### config.mk
export PLATFORM = sky130hd
export DESIGN_NAME = inst_fetch
export DESIGN_NICKNAME = d
export VERILOG_FILES = /design/src/rtl/inst_fetch.sv
export SDC_FILE = /design/constraint.sdc
export NUM_CORES = 1
export LEC_CHECK = 0
export ABC_AREA = 0
export BUFFER_PORTS_ARGS = -buffer_cell sky130_fd_sc_hd__buf_4
export CAP_MARGIN = 30
export CORE_MARGIN = 3
export CORE_UTILIZATION = 40
export DETAILED_ROUTE_END_ITERATION = 8
export GPL_ROUTABILITY_DRIVEN = 0
export PLACE_DENSITY_LB_ADDON = 0.12
export SYNTH_ARGS = -nofsm -noshare
export SYNTH_HDL_FRONTEND = slang
export SYNTH_SLANG_ARGS = --single-unit
### constraint.sdc
create_clock -name clk -period 4.95 [get_ports clk]
set_input_delay 0.495 -clock clk [delete_from_list [all_inputs] [get_ports clk]]
set_output_delay 0.495 -clock clk [all_outputs]
set_load 0.02 [all_outputs]
### src/rtl/inst_fetch.sv
// inst_fetch: MIPS instruction-fetch stage; owns the PC, fetches over req/ready, drives IF/ID.
// Latency: one edge from memory completion to IF/ID; zero-wait memory gives one instruction/cycle.
// Backpressure: stall_i freezes IF/ID; a fetch completing under stall parks in a 1-entry skid.
// Build option: define DELAY_SLOT_EN to honour the MIPS branch delay slot on redirect.
// Ports: clk, rst (synchronous, active-high);
//        stall_i, redirect_i, redirect_pc_i from decode;
//        imem_req_o, imem_addr_o, imem_ready_i, imem_rdata_i to instruction memory;
//        inst_o, pc_o, pc4_o, valid_o form the IF/ID pipeline register.
module inst_fetch #(
  parameter logic [31:0] RESET_PC = 32'h0000_0000
) (
  input  logic        clk,
  input  logic        rst,
  input  logic        stall_i,
  input  logic        redirect_i,
  input  logic [31:0] redirect_pc_i,
  output logic        imem_req_o,
  output logic [31:0] imem_addr_o,
  input  logic        imem_ready_i,
  input  logic [31:0] imem_rdata_i,
  output logic [31:0] inst_o,
  output logic [31:0] pc_o,
  output logic [31:0] pc4_o,
  output logic        valid_o
);

  localparam logic [31:0] RESET_PC_AL = RESET_PC & 32'hFFFF_FFFC;

  typedef enum logic [1:0] {
    S_FETCH   = 2'd0,
    S_HOLD    = 2'd1,
    S_DISCARD = 2'd2
  } state_e;

  state_e      state_q, state_d;
  logic [31:0] pc_q, pc_d;
  logic [31:0] req_addr_q, req_addr_d;
  logic [31:0] skid_inst_q, skid_inst_d;
  logic [31:0] skid_pc_q, skid_pc_d;
  logic [31:0] inst_q, inst_d;
  logic [31:0] ifid_pc_q, ifid_pc_d;
  logic [31:0] pc4_q, pc4_d;
  logic        valid_q, valid_d;
`ifdef DELAY_SLOT_EN
  logic [31:0] pend_tgt_q, pend_tgt_d;
  logic        pend_q, pend_d;
`endif

  logic        done;
  logic        stall_eff;
  logic [31:0] tgt;

  // Request is suppressed while rst is high so it first rises the cycle after release.
  assign imem_req_o  = ~rst & ((state_q == S_FETCH) | (state_q == S_DISCARD));
  assign imem_addr_o = req_addr_q;
  assign done        = imem_req_o & imem_ready_i;
  // A redirect overrides a simultaneous stall.
  assign stall_eff   = stall_i & ~redirect_i;
  assign tgt         = redirect_pc_i & 32'hFFFF_FFFC;

  always_comb begin
    state_d     = state_q;
    pc_d        = pc_q;
    req_addr_d  = req_addr_q;
    skid_inst_d = skid_inst_q;
    skid_pc_d   = skid_pc_q;
    inst_d      = inst_q;
    ifid_pc_d   = ifid_pc_q;
    pc4_d       = pc4_q;
    valid_d     = valid_q;
`ifdef DELAY_SLOT_EN
    pend_tgt_d  = pend_tgt_q;
    pend_d      = pend_q;
`endif

    case (state_q)
      S_FETCH: begin
        if (done) begin
          if (stall_eff) begin
            skid_inst_d = imem_rdata_i;
            skid_pc_d   = req_addr_q;
            state_d     = S_HOLD;
          end else begin
            inst_d    = imem_rdata_i;
            ifid_pc_d = req_addr_q;
            pc4_d     = req_addr_q + 32'd4;
            valid_d   = 1'b1;
          end
          pc_d = pc_q + 32'd4;
`ifdef DELAY_SLOT_EN
          // The delay-slot fetch just completed; now take the deferred branch.
          if (pend_q) begin
            pc_d   = pend_tgt_q;
            pend_d = 1'b0;
          end
`endif
        end else if (!stall_eff) begin
          valid_d = 1'b0;
        end
      end
      S_HOLD: begin
        if (!stall_eff) begin
          inst_d    = skid_inst_q;
          ifid_pc_d = skid_pc_q;
          pc4_d     = skid_pc_q + 32'd4;
          valid_d   = 1'b1;
          state_d   = S_FETCH;
        end
      end
      S_DISCARD: begin
        if (!stall_eff) valid_d = 1'b0;
        if (done) state_d = S_FETCH;
      end
      default: state_d = S_FETCH;
    endcase

    if (redirect_i) begin
`ifdef DELAY_SLOT_EN
      // Delay slot already in hand (completing now, or parked in the skid and
      // moving to IF/ID now): jump immediately. Otherwise defer until it arrives.
      if ((state_q == S_FETCH && done) || state_q == S_HOLD) begin
        pc_d   = tgt;
        pend_d = 1'b0;
      end else begin
        pend_tgt_d = tgt;
        pend_d     = 1'b1;
      end
`else
      valid_d     = 1'b0;
      skid_inst_d = 32'd0;
      skid_pc_d   = 32'd0;
      pc_d        = tgt;
      // An uncompleted request cannot be withdrawn; drain it in DISCARD.
      state_d     = (imem_req_o && !done) ? S_DISCARD : S_FETCH;
`endif
    end

    // Latch a new fetch address only when no request is in flight across this edge.
    if (state_d == S_FETCH && !(state_q == S_FETCH && imem_req_o && !done)) begin
      req_addr_d = pc_d;
    end
  end

  always_ff @(posedge clk) begin
    if (rst) begin
      state_q     <= S_FETCH;
      pc_q        <= RESET_PC_AL;
      req_addr_q  <= RESET_PC_AL;
      skid_inst_q <= 32'd0;
      skid_pc_q   <= 32'd0;
      inst_q      <= 32'd0;
      ifid_pc_q   <= 32'd0;
      pc4_q       <= 32'd0;
      valid_q     <= 1'b0;
`ifdef DELAY_SLOT_EN
      pend_tgt_q  <= 32'd0;
      pend_q      <= 1'b0;
`endif
    end else begin
      state_q     <= state_d;
      pc_q        <= pc_d;
      req_addr_q  <= req_addr_d;
      skid_inst_q <= skid_inst_d;
      skid_pc_q   <= skid_pc_d;
      inst_q      <= inst_d;
      ifid_pc_q   <= ifid_pc_d;
      pc4_q       <= pc4_d;
      valid_q     <= valid_d;
`ifdef DELAY_SLOT_EN
      pend_tgt_q  <= pend_tgt_d;
      pend_q      <= pend_d;
`endif
    end
  end

  assign inst_o  = inst_q;
  assign pc_o    = ifid_pc_q;
  assign pc4_o   = pc4_q;
  assign valid_o = valid_q;

endmodule
# Yosys cells after proc, flatten, opt, wreduce, memory -nomap -nowiden
# Index checks and enable logic that the tools add are counted.
# op_classes
n_eq_ne	5
reduce_logical	13
n_mux	26
bitwise_logic	6
addsub	3
# ops
op	n
$mux 32	12
$pmux 32 s2	3
$add 32x3->32 const B	3
$mux 2	6
$ne 2x2->1 const B	3
$pmux 2 s3	1
$logic_and 1x1->1	4
$logic_not 2->1	2
$reduce_and 4->1	1
$and 1x1->1	3
$mux 1	3
$pmux 1 s3	1
$reduce_and 3->1	1
$reduce_bool 3->1	1
$eq 2x1->1 const B	1
$eq 2x2->1 const B	1
$logic_not 1->1	2
$not 1->1	2
$reduce_bool 2->1	1
$reduce_or 2->1	1
$or 1x1->1	1
# word_totals
regBits	227
out_inout_bits	130
wordCells	62

# Depth between registers and ports, before layout
# Gate-level depths: netlist of run 1.
# depth
depth_word	10
mapped_depth	16

# Least setup slack after synthesis of run 1
# Ideal clock, no wire load.
# synth_path
path_type	register to register
from	register state_q[1]
to	register pc4_q[24] (netlist: pc4_o[24])
required_time_ns	4.822
setup_time_ns	0.128
synth_period_minus_slack_ns	3.422
setup_slack_ns	1.528
arrival_time_ns	3.294
n_path_buf	6
stages_incl_launch_ff	17
path_cell_list	dfxtp_1 -> inv_1 -> ha_1 -> buf_6 -> buf_8 -> buf_4 -> buf_4 -> buf_2 -> buf_2 -> mux2_2 -> ha_1 -> inv_1 -> a211oi_2 -> nand4b_1 -> or3_1 -> a31oi_1 -> nor2_1
# synth_between
elab_chain_cells	6
word_cells_on_any_way	12
classes_between	eq/ne (5); mux (1); bitwise (3); reduce/logical (3)
# synth_rtl
item	line_no	source
start, declared	35	state_e state_q, state_d;
start signal, assigned	160	state_q <= state_d;
$eq 2x2->1 / $logic_not 2->1 (equally long branches)	54, 76	
$or 1x1->1	54	assign imem_req_o = ~rst & ((state_q == S_FETCH) | (state_q == S_DISCARD));
$and 1x1->1	54	
$and 1x1->1	56	assign done = imem_req_o & imem_ready_i;
$ne 2x2->1 (no source line)	-	
$reduce_and 4->1 (no source line)	-	
end signal, assigned	167	pc4_q <= pc4_d;
end, declared	42	logic [31:0] pc4_q, pc4_d;
# Several ways; a longest one is shown, not always the timed one.
# A chain may end at the register's enable or synchronous reset.

# Final worst setup path of run 1
# layout_path
from	register state_q[0]
to	register pc4_q[24] (netlist: pc4_o[24])
# The elaborated chain is that of the path after synthesis.

==> results of run 1 <==
-- flip-flops by register name, summed over array words and instances (netlist names), named ones only --
register,flops
pc_o,32
skid_pc_q,32
pc_q,32
imem_addr_o,32
state_q,2
inst_o,32
skid_inst_q,32
pc4_o,30
-- layout by cell type, fill, tap and decap left out, types with 13 or more instances in the layout --
master                      count
sky130_fd_sc_hd__nand3_1       37
sky130_fd_sc_hd__nor2_1       114
sky130_fd_sc_hd__buf_4        209
sky130_fd_sc_hd__o21ai_0       22
sky130_fd_sc_hd__nor3_1        26
sky130_fd_sc_hd__a21oi_1      106
sky130_fd_sc_hd__mux2i_1       66
sky130_fd_sc_hd__nand4_1       13
sky130_fd_sc_hd__dfxtp_1      225
sky130_fd_sc_hd__xor2_1        19
sky130_fd_sc_hd__nand2_1      208
sky130_fd_sc_hd__nor2b_1       18
sky130_fd_sc_hd__xnor2_1       19
sky130_fd_sc_hd__clkbuf_16     26
sky130_fd_sc_hd__a211oi_1      65
-- through the flow --
stage	hold WS (ps)	power, mW	cells	setup WS [ps]	instance area [µm²]
final	227	4.44	1681	1620	12500
after global routing	213	4.63	1681	1370	12500
after CTS	206	4.50	1681	1600	12500
after detailed placement	440	2.54	1634	1580	11600
after global placement	429	2.54	1634	1620	11600
after floorplan	405	2.31	1190	1530	10000
-- how the worst max path moves through the flow --
stage / cells after the start / end / slack [ps]
detailed placement: 8 / imem_addr_o[31] / 1580
finish: 9 / pc4_o[24] / 1620
CTS: 9 / pc4_o[24] / 1600
global placement: 8 / imem_addr_o[31] / 1620
global route: 9 / pc4_o[26] / 1370
floorplan: 16 / pc4_o[24] / 1530
-- per-layer routing --
metal,global-route usage (%),wire [µm],vias to the layer above
met5,0,0,-
met1,28.1,13200,4165
met4,5.96,763,0
li1,-,-,4500
met3,3.25,1420,45
met2,32.9,13000,195
-- worst max-delay path, stage by stage, from the launching register on --
cell and delay, ps:
sky130_fd_sc_hd__dfxtp_1 460, sky130_fd_sc_hd__ha_4 550, sky130_fd_sc_hd__mux2_2 290, sky130_fd_sc_hd__ha_1 190, sky130_fd_sc_hd__inv_1 70, sky130_fd_sc_hd__a211oi_2 510, sky130_fd_sc_hd__nand4b_1 410, sky130_fd_sc_hd__or3_1 450
sky130_fd_sc_hd__a31oi_1 170, sky130_fd_sc_hd__nor2_1 60
-- area by class of cell --
| class | count | area, µm² | area share, % |
|---|---|---|---|
| sequential | 225 | 4500 | 36.0 |
| timing repair buffer | 210 | 1590 | 12.7 |
| clock inverter | 9 | 109 | 0.869 |
| tap | 324 | 405 | 3.24 |
| clock buffer | 38 | 776 | 6.19 |
| inverter | 12 | 45.0 | 0.360 |
| multi-input combinational | 863 | 5100 | 40.7 |
-- power groups by stage --
| stage | registers [mW] | logic (mW) | clock network, mW |
|---|---|---|---|
| 2_1_floorplan | 2.06 | 0.248 | 0 |
| 3_3_place_gp | 2.01 | 0.530 | 0 |
| 3_5_place_dp | 2.01 | 0.533 | 0 |
| 4_1_cts | 1.97 | 0.535 | 2.00 |
| 5_1_grt | 1.98 | 0.580 | 2.07 |
| 6_report | 1.97 | 0.527 | 1.95 |
-- cells by family after synthesis --
group                      count (synthesis)  synth area share, %
and+or+nand+nor                          498                 23.2
AOI/OAI and AO/OA                        250                 16.2
DFF                                      225                 45.0
buffers and inverters                    102                 4.31
muxes                                     70                 7.05
xor gates and xnor gates                  38                 3.33
adders and majority gates                  7                0.875
-- cells in the mapped netlist (4+ instances only) --
library cell / number
sky130_fd_sc_hd__a211oi_1: 65
sky130_fd_sc_hd__a21oi_1: 106
sky130_fd_sc_hd__a31oi_1: 5
sky130_fd_sc_hd__and2_1: 10
sky130_fd_sc_hd__and3_1: 12
sky130_fd_sc_hd__and4_1: 7
sky130_fd_sc_hd__buf_1: 5
sky130_fd_sc_hd__buf_2: 9
sky130_fd_sc_hd__buf_4: 5
sky130_fd_sc_hd__clkbuf_1: 69
sky130_fd_sc_hd__dfxtp_1: 225
sky130_fd_sc_hd__ha_1: 7
sky130_fd_sc_hd__inv_1: 11
sky130_fd_sc_hd__mux2_2: 4
sky130_fd_sc_hd__mux2i_1: 66
sky130_fd_sc_hd__nand2_1: 208
sky130_fd_sc_hd__nand2b_1: 7
sky130_fd_sc_hd__nand3_1: 37
sky130_fd_sc_hd__nand4_1: 13
sky130_fd_sc_hd__nand4b_1: 6
sky130_fd_sc_hd__nor2_1: 116
sky130_fd_sc_hd__nor2b_1: 18
sky130_fd_sc_hd__nor3_1: 26
sky130_fd_sc_hd__nor4_1: 10
sky130_fd_sc_hd__o211a_1: 5
sky130_fd_sc_hd__o211ai_1: 5
sky130_fd_sc_hd__o21ai_0: 22
sky130_fd_sc_hd__o22ai_1: 4
sky130_fd_sc_hd__o31ai_1: 4
sky130_fd_sc_hd__o32ai_1: 7
sky130_fd_sc_hd__o41ai_1: 6
sky130_fd_sc_hd__or3_1: 7
sky130_fd_sc_hd__xnor2_1: 19
sky130_fd_sc_hd__xor2_1: 19
==> run_results.csv, run 1 <==
group,metric,value,unit
outcome,run_status,"completed",
layout,antenna_cells,0,
detailed_routing,antenna_violating_nets_post_route,0,
pwr,vdd.ir_drop.worst,0.189,mV
yosys,post_syn_nets,1266,
detailed_routing,first_pass_iters,5,
layout,areaGrowthSynthToFinish,25.2,%
yosys,yosys-top-cells-area,"sky130_fd_sc_hd__dfxtp_1 45%, sky130_fd_sc_hd__nand2_1 7.8%, sky130_fd_sc_hd__mux2i_1 6.6%",
grt,globalRoute.totalOverflow,0,
grt,number_of_antenna_violations_at_the_first_check_in_global_routing,0,
worst_hold_path,holdCritStartpoint,"imem_rdata_i[9]",
clock_network,cts-buffers-inserted,26,
worst_hold_path,hold_path_end,"skid_inst_q[9]",
yosys,netlist_area,10000,µm²
timing,layout_worst_path_cycle_share,67.3,%
clock_network,postCtsResizedCells,0,
setup_path,crit_fanout,41,
clock_network,cts.repair_timing.setup_buffer_count,0,
floorplan,floorplan.core_area,24500,µm²
setup_path,critical_path_start_end_classification,"flip-flop to flip-flop",
pwr,power-per-cell-area,355,nW/µm²
clock_network,ctsRootBufferMaster,"sky130_fd_sc_hd__clkbuf_16",
setup_path,reg2reg_path_depth,9,
yosys,ys_ff_latch,225,
clock_network,clk_transition_reported_paths,60,ps
setup_path,cp.arrival,3700,ps
timing,finalSetupViolations,0,
layout,final_layout_size_suffix_gt1_share,20.0,%
worst_hold_path,worst_hold_path_cells,3,
pwr,power_frac_comb,11.9,%
setup_path,required_time_at_the_worst_slack_endpoint,5320,ps
pwr,switching_share,25.9,%
worst_hold_path,worst_hold_path_type,"primary input to flip-flop",
clock_network,clk_latency,520,ps
clock_network,numClockSinks,225,
yosys,ys_dominant_reg_cell,"sky130_fd_sc_hd__dfxtp_1",
yosys,postSynthCellCount,1190,
placement,port_buf_inserts,196,
timing,max_freq,300,MHz
setup_path,setup.worst_path.start_class,"flip-flop",
detailed_routing,routed_via_density,5.30,
setup_path,end_kind,"flip-flop",
yosys,yosysTopAreaCellShare,45.0,%
job,maxCapViolations,0,
detailed_routing,initialDrtViolationCount,522,
layout,design.final.nets,1414,
timing,worst_slew_pin_slew,819,ps
placement,hpwl,19200,µm
timing,final.setup_skew,10.2,ps
clock_network,cts.htree.levels,1,
yosys,postSynth.asyncResetShare,0,%
floorplan,fp-row-count,57,
pwr,power.share.clock,43.8,%
timing,hold_viol,0,
layout,final.fill_count,2386,
floorplan,floorplan.initialDensity,40.9,%
detailed_routing,route.final.wire_length,28400,µm
grt,maximum_number_of_pins_on_one_net_before_global_route_repair,73,
setup_path,worstSetupStartpoint,"state_q[0]",
timing,grt_setup_unrepaired,"false",
floorplan,die_width,164,µm
timing,timing.setup.tns,0,ps
yosys,synth_enable_flop_cells,0,
grt,groute.usage.overall,20.4,%
yosys,synth.avg_cell_area,8.41,µm²
detailed_routing,detail_route.wl_per_cell,16.9,µm
clock_network,clock_path_buffers,3,
clock_network,cts.hold.buffers_added,0,
layout,layout.core_utilization,51.2,%
floorplan,ioPinCount,199,
setup_path,worst_r2r_end,"pc4_o[24]",
grt,grt_pass1_wl,44900,µm
yosys,synthDominantAreaCellType,"sky130_fd_sc_hd__dfxtp_1",
floorplan,dieArea,26900,µm²
yosys,warnings_from_yosys,0,
grt,first_global_vias,8336,
yosys,yosysSeqAreaShare,45.0,%
setup_path,reg2reg_from,"state_q[0]",
setup_path,worst-r2r-setup-slack,1620,ps
clock_network,tritoncts_clock_tree,"built",
pwr,netSwitchingPower,1.15,mW
timing,final_critical_delay_including_setup_and_external_delays,3330,ps
timing,max_slew_margin,45.4,%
pwr,reg_power_share,44.3,%
pwr,power_report.internal_total,3.29,mW
detailed_routing,routed-via-count,8905,
floorplan,die_h,164,µm
timing,final_report_max_slew_violation_count,0,
yosys,ys_types,65,
detailed_routing,drc,0,
pwr,total_leakage_power,4.68,nW
No activity file was read; power rests on OpenSTA's default activity.
==> inputs of run 2 (changes only) <==
- clock period: 4.95 -> 2.9 ns (I/O delays scaled with it)
==> run_results.csv, run 2 (synthesis gave the netlist of run 1 again) <==
group,metric,value,unit
floorplan,die_h,164,µm
pwr,switching_share,25.8,%
detailed_routing,antenna_violating_nets_post_route,0,
layout,final.fill_count,2375,
placement,place_ws,200,ps
detailed_routing,drc,0,
worst_hold_path,worst_hold_path_type,"primary input to flip-flop",
setup_path,worst_path_largest_cell_delay,540,ps
setup_path,cp_common_cell,"sky130_fd_sc_hd__nand3_1",
timing,grt_setup_unrepaired,"false",
timing,hold_viol,0,
setup_path,setup.worst_path.start_class,"flip-flop",
setup_path,cp.arrival,3060,ps
timing,final_critical_delay_including_setup_and_external_delays,2700,ps
clock_network,clk_latency,520,ps
placement,hpwl,20100,µm
detailed_routing,routed_via_density,5.27,
floorplan,floorplan.core_area,24500,µm²
pwr,total_leakage_power,4.82,nW
timing,final.setup_skew,6.49,ps
timing,finalSetupViolations,0,
pwr,power_frac_comb,12.8,%
clock_network,numClockSinks,225,
outcome,run_status,"completed",
timing,layout_worst_path_cycle_share,93.0,%
detailed_routing,routed-via-count,9016,
setup_path,worst-r2r-setup-slack,200,ps
pwr,power_report.internal_total,5.60,mW
grt,maximum_number_of_pins_on_one_net_before_global_route_repair,76,
detailed_routing,initialDrtViolationCount,595,
layout,layout.core_utilization,52.3,%
timing,final_report_max_slew_violation_count,0,
timing,max_slew_margin,43.7,%
pwr,reg_power_share,44.3,%
timing,timing.setup.tns,0,ps
pwr,vdd.ir_drop.worst,0.334,mV
setup_path,end_kind,"flip-flop",
setup_path,required_time_at_the_worst_slack_endpoint,3260,ps
timing,postLayoutSetupSlackWorst,204,ps
grt,number_of_antenna_violations_at_the_first_check_in_global_routing,0,
clock_network,cts.hold.buffers_added,0,
floorplan,die_width,164,µm
job,maxCapViolations,0,
grt,globalRoute.totalOverflow,0,
placement,detailed_place.area,11900,µm²
setup_path,cp_cell_sequence,"ha_4, buf_12, mux2i_1, a211oi_1, nand3_1, or4_1, nand3_1, a21oi_1",
setup_path,critical_path_start_end_classification,"flip-flop to flip-flop",
clock_network,clock_path_buffers,3,
floorplan,ioPinCount,199,
detailed_routing,first_pass_iters,5,
detailed_routing,detail_route.wl_per_cell,17.0,µm
pwr,power-per-cell-area,590,nW/µm²
layout,areaGrowthSynthToFinish,27.9,%
pwr,power.share.clock,42.9,%
clock_network,tritoncts_clock_tree,"built",
grt,first_global_vias,8420,
floorplan,fp-row-count,57,
pwr,netSwitchingPower,1.95,mW
detailed_routing,route.final.wire_length,29100,µm
grt,groute.usage.overall,21.1,%
clock_network,cts-buffers-inserted,26,
floorplan,dieArea,26900,µm²
timing,worst_slew_pin_slew,844,ps
setup_path,worst_path_max_delay_cell,"sky130_fd_sc_hd__or4_1",
layout,postLayoutCellArea,12800,µm²
timing,max_freq,371,MHz
floorplan,floorplan.initialDensity,40.9,%
clock_network,cts.repair_timing.setup_buffer_count,0,
layout,layout_common_cells,"236 x sky130_fd_sc_hd__buf_4, 224 x sky130_fd_sc_hd__dfxtp_1, 207 x sky130_fd_sc_hd__nand2_1",
grt,grt_pass1_wl,46000,µm
clock_network,ctsRootBufferMaster,"sky130_fd_sc_hd__clkbuf_16",
layout,antenna_cells,0,
layout,layout_commonest_cell,"sky130_fd_sc_hd__buf_4",
clock_network,clk_transition_reported_paths,60,ps
layout,design.final.nets,1445,
layout,final_layout_size_suffix_gt1_share,21.8,%
placement,port_buf_inserts,196,
setup_path,crit_fanout,31,
clock_network,cts.htree.levels,1,
[run 2: cell count changes in the layout (fill, tap and decap cells not counted), sizes merged]
cell      delta
buf         +31
clkbuf       +1
clkinv       -1
clkinvlp     -1
[run 2: worst paths after layout]
path / start / end / cells after the start
min reg2reg: pc_q[0] / pc_q[0] / 2
max reg2reg: state_q[0] / pc4_o[31] / 8
min: imem_rdata_i[30] / skid_inst_q[30] / 3
max: state_q[0] / pc4_o[31] / 8
[run 2: metal layers]
metal	track usage, %	wire (µm)	vias up
li1	-	-	4565
met1	28.4	13300	4202
met2	35.5	13800	206
met3	2.85	1430	43
met4	5.57	664	0
met5	0	0	-
[run 2: critical path, delay by kind of cell (launching register included)]
kind,cells,cell delay [ps]
buf+inv,1,250
fa+ha+maj,1,370
compound gates,2,440
simple gates,3,780
flops,1,460
mux,1,220
[run 2: area by class of cell]
type | count | area [µm²] | area share, %
sequential | 225 | 4510 | 35.2
inverter | 12 | 45.0 | 0.352
timing repair buffer | 241 | 1860 | 14.6
clock inverter | 7 | 85.1 | 0.665
tap | 324 | 405 | 3.17
multi-input combinational | 863 | 5130 | 40.1
clock buffer | 39 | 761 | 5.94
[run 2: through the flow]
stage          hold WS, ps  instances  total power [mW]
2_1_floorplan          405       1190              3.94
5_1_grt               13.5       1711              7.86
3_5_place_dp           420       1665              4.39
6_report              26.5       1711              7.55
3_3_place_gp           418       1665              4.38
4_1_cts               5.58       1711              7.64
[run 2: repair_timing]
item / CTS / global route
resized for setup: 0 / 3
hold endpoints to repair: 0 / 0
setup endpoints to repair: 0 / 8
[run 2: power by group through the flow]
stage / sequential (mW) / combinational (mW) / clock, mW
3_3_place_gp: 3.42 / 0.961 / 0
6_report: 3.35 / 0.964 / 3.24
2_1_floorplan: 3.51 / 0.427 / 0
5_1_grt: 3.36 / 1.06 / 3.44
3_5_place_dp: 3.42 / 0.970 / 0
4_1_cts: 3.35 / 0.973 / 3.32
==> inputs of run 3 (changes only) <==
- CAP_MARGIN: 30 -> default
- clock period: 2.9 -> 2.8 ns (I/O delays scaled with it)
==> run_results.csv, run 3 (synthesis gave the netlist of run 1 again) <==
group,metric,value,unit
timing,worst_slew_pin_slew,816,ps
floorplan,dieArea,26900,µm²
detailed_routing,routed-via-count,9184,
detailed_routing,routed_via_density,5.29,
detailed_routing,first_pass_iters,5,
grt,globalRoute.totalOverflow,0,
clock_network,cts.htree.levels,1,
setup_path,required_time_at_the_worst_slack_endpoint,3170,ps
detailed_routing,route.final.wire_length,29600,µm
clock_network,clk_transition_reported_paths,60,ps
setup_path,end_kind,"flip-flop",
clock_network,clock_path_buffers,3,
pwr,power-per-cell-area,611,nW/µm²
floorplan,floorplan.core_area,24500,µm²
grt,groute.usage.overall,21.3,%
floorplan,fp-row-count,57,
floorplan,die_h,164,µm
floorplan,ioPinCount,199,
timing,final_report_max_slew_violation_count,0,
clock_network,cts-buffers-inserted,26,
worst_hold_path,worst_hold_path_cells,3,
timing,final_critical_delay_including_setup_and_external_delays,2720,ps
timing,grt_setup_unrepaired,"true",
setup_path,crit_fanout,10,
timing,max_freq,367,MHz
grt,maximum_number_of_pins_on_one_net_before_global_route_repair,90,
timing,finalSetupViolations,0,
grt,grt_pass1_wl,46600,µm
pwr,total_leakage_power,4.96,nW
floorplan,die_width,164,µm
job,maxCapViolations,0,
timing,postLayoutSetupSlackWorst,76.4,ps
grt,number_of_antenna_violations_at_the_first_check_in_global_routing,0,
setup_path,reg2reg_path_depth,9,
clock_network,clk_latency,520,ps
clock_network,numClockSinks,225,
layout,antenna_cells,0,
placement,hpwl,20100,µm
layout,design.final.nets,1468,
timing,max_slew_margin,45.6,%
timing,layout_worst_path_cycle_share,97.3,%
floorplan,floorplan.initialDensity,40.9,%
layout,final_layout_size_suffix_gt1_share,22.8,%
grt,first_global_vias,8650,
placement,port_buf_inserts,196,
outcome,run_status,"completed",
setup_path,setup.worst_path.start_class,"flip-flop",
detailed_routing,initialDrtViolationCount,590,
timing,hold_viol,0,
layout,layout_common_cells,"243 x sky130_fd_sc_hd__buf_4, 223 x sky130_fd_sc_hd__dfxtp_1, 207 x sky130_fd_sc_hd__nand2_1",
detailed_routing,detail_route.wl_per_cell,17.0,µm
pwr,vdd.ir_drop.worst,0.333,mV
placement,place_ws,111,ps
worst_hold_path,worst_hold_path_type,"primary input to flip-flop",
detailed_routing,antenna_violating_nets_post_route,0,
layout,areaGrowthSynthToFinish,30.7,%
clock_network,tritoncts_clock_tree,"built",
clock_network,ctsRootBufferMaster,"sky130_fd_sc_hd__clkbuf_16",
setup_path,cp.arrival,3090,ps
pwr,report.power.total,7.98,mW
setup_path,critical_path_start_end_classification,"flip-flop to flip-flop",
detailed_routing,drc,0,
timing,final.setup_skew,11.7,ps
layout,layout_commonest_cell,"sky130_fd_sc_hd__buf_4",
run 3: cell types whose count changed in the layout (fill, tap and decap cells not counted), sizes merged:
cell         before  now
dlygate4sd3       0   15
buf             241  249
clkbuf           39   38
clkinv            6    7
clkinvlp          0    1
run 3: per-layer routing:
| metal | vias up | global-route usage, % | wire length [µm] |
|---|---|---|---|
| li1 | 4598 | - | - |
| met1 | 4283 | 29.1 | 13400 |
| met2 | 246 | 34.8 | 13700 |
| met3 | 57 | 2.82 | 1520 |
| met4 | 0 | 6.77 | 879 |
| met5 | - | 0 | 0 |
run 3: power by group:
group	internal, mW	leakage, nW	total [mW]	switching (mW)
clock network	2.17	0.452	3.50	1.33
registers	3.34	1.84	3.47	0.121
logic	0.424	2.68	1.02	0.594
run 3: what timing repair did:
item,CTS,global route
resized for setup,0,8
setup endpoints to repair,0,21
buffers inserted,0,8
hold endpoints to repair,15,0
hold buffers,15,0
run 3: worst max-delay path, stage by stage (launching register included):
cell	delay (ps)
sky130_fd_sc_hd__dfxtp_4	370
sky130_fd_sc_hd__inv_2	60
sky130_fd_sc_hd__ha_4	200
sky130_fd_sc_hd__buf_6	160
sky130_fd_sc_hd__nand4b_1	230
sky130_fd_sc_hd__a211o_1	350
sky130_fd_sc_hd__or4b_4	520
sky130_fd_sc_hd__or4_1	520
sky130_fd_sc_hd__nand3_1	90
sky130_fd_sc_hd__a21oi_1	60
run 3: layout make-up:
class,count,area (µm²)
clock inverters,9,97.6
repair buffers,264,2070
inverters,12,45.0
clock buffers,38,807
fillers,2353,11400
well taps,324,405
flip-flops and latches,225,4510
multi-input cells,863,5140
run 3: path summary, 6_finish.rpt:
kind	from	end	slack, ps
max	state_q[1]	pc4_o[31]	80
min	imem_rdata_i[19]	skid_inst_q[19]	20
max reg2reg	state_q[1]	pc4_o[31]	80
min reg2reg	pc_q[1]	pc_q[1]	440
run 3: per-stage QoR:
step	utilization, %	cell area, µm²	setup TNS (ps)	hold WS [ps]	instances
2_1_floorplan	-	10100	-113	405	1190
3_3_place_gp	48.7	11900	0	427	1665
3_5_place_dp	48.7	11900	0	430	1665
4_1_cts	53.1	13000	0	1.05	1727
5_1_grt	53.4	13100	-10.3	11.4	1735
6_report	53.4	13100	0	16.9	1735
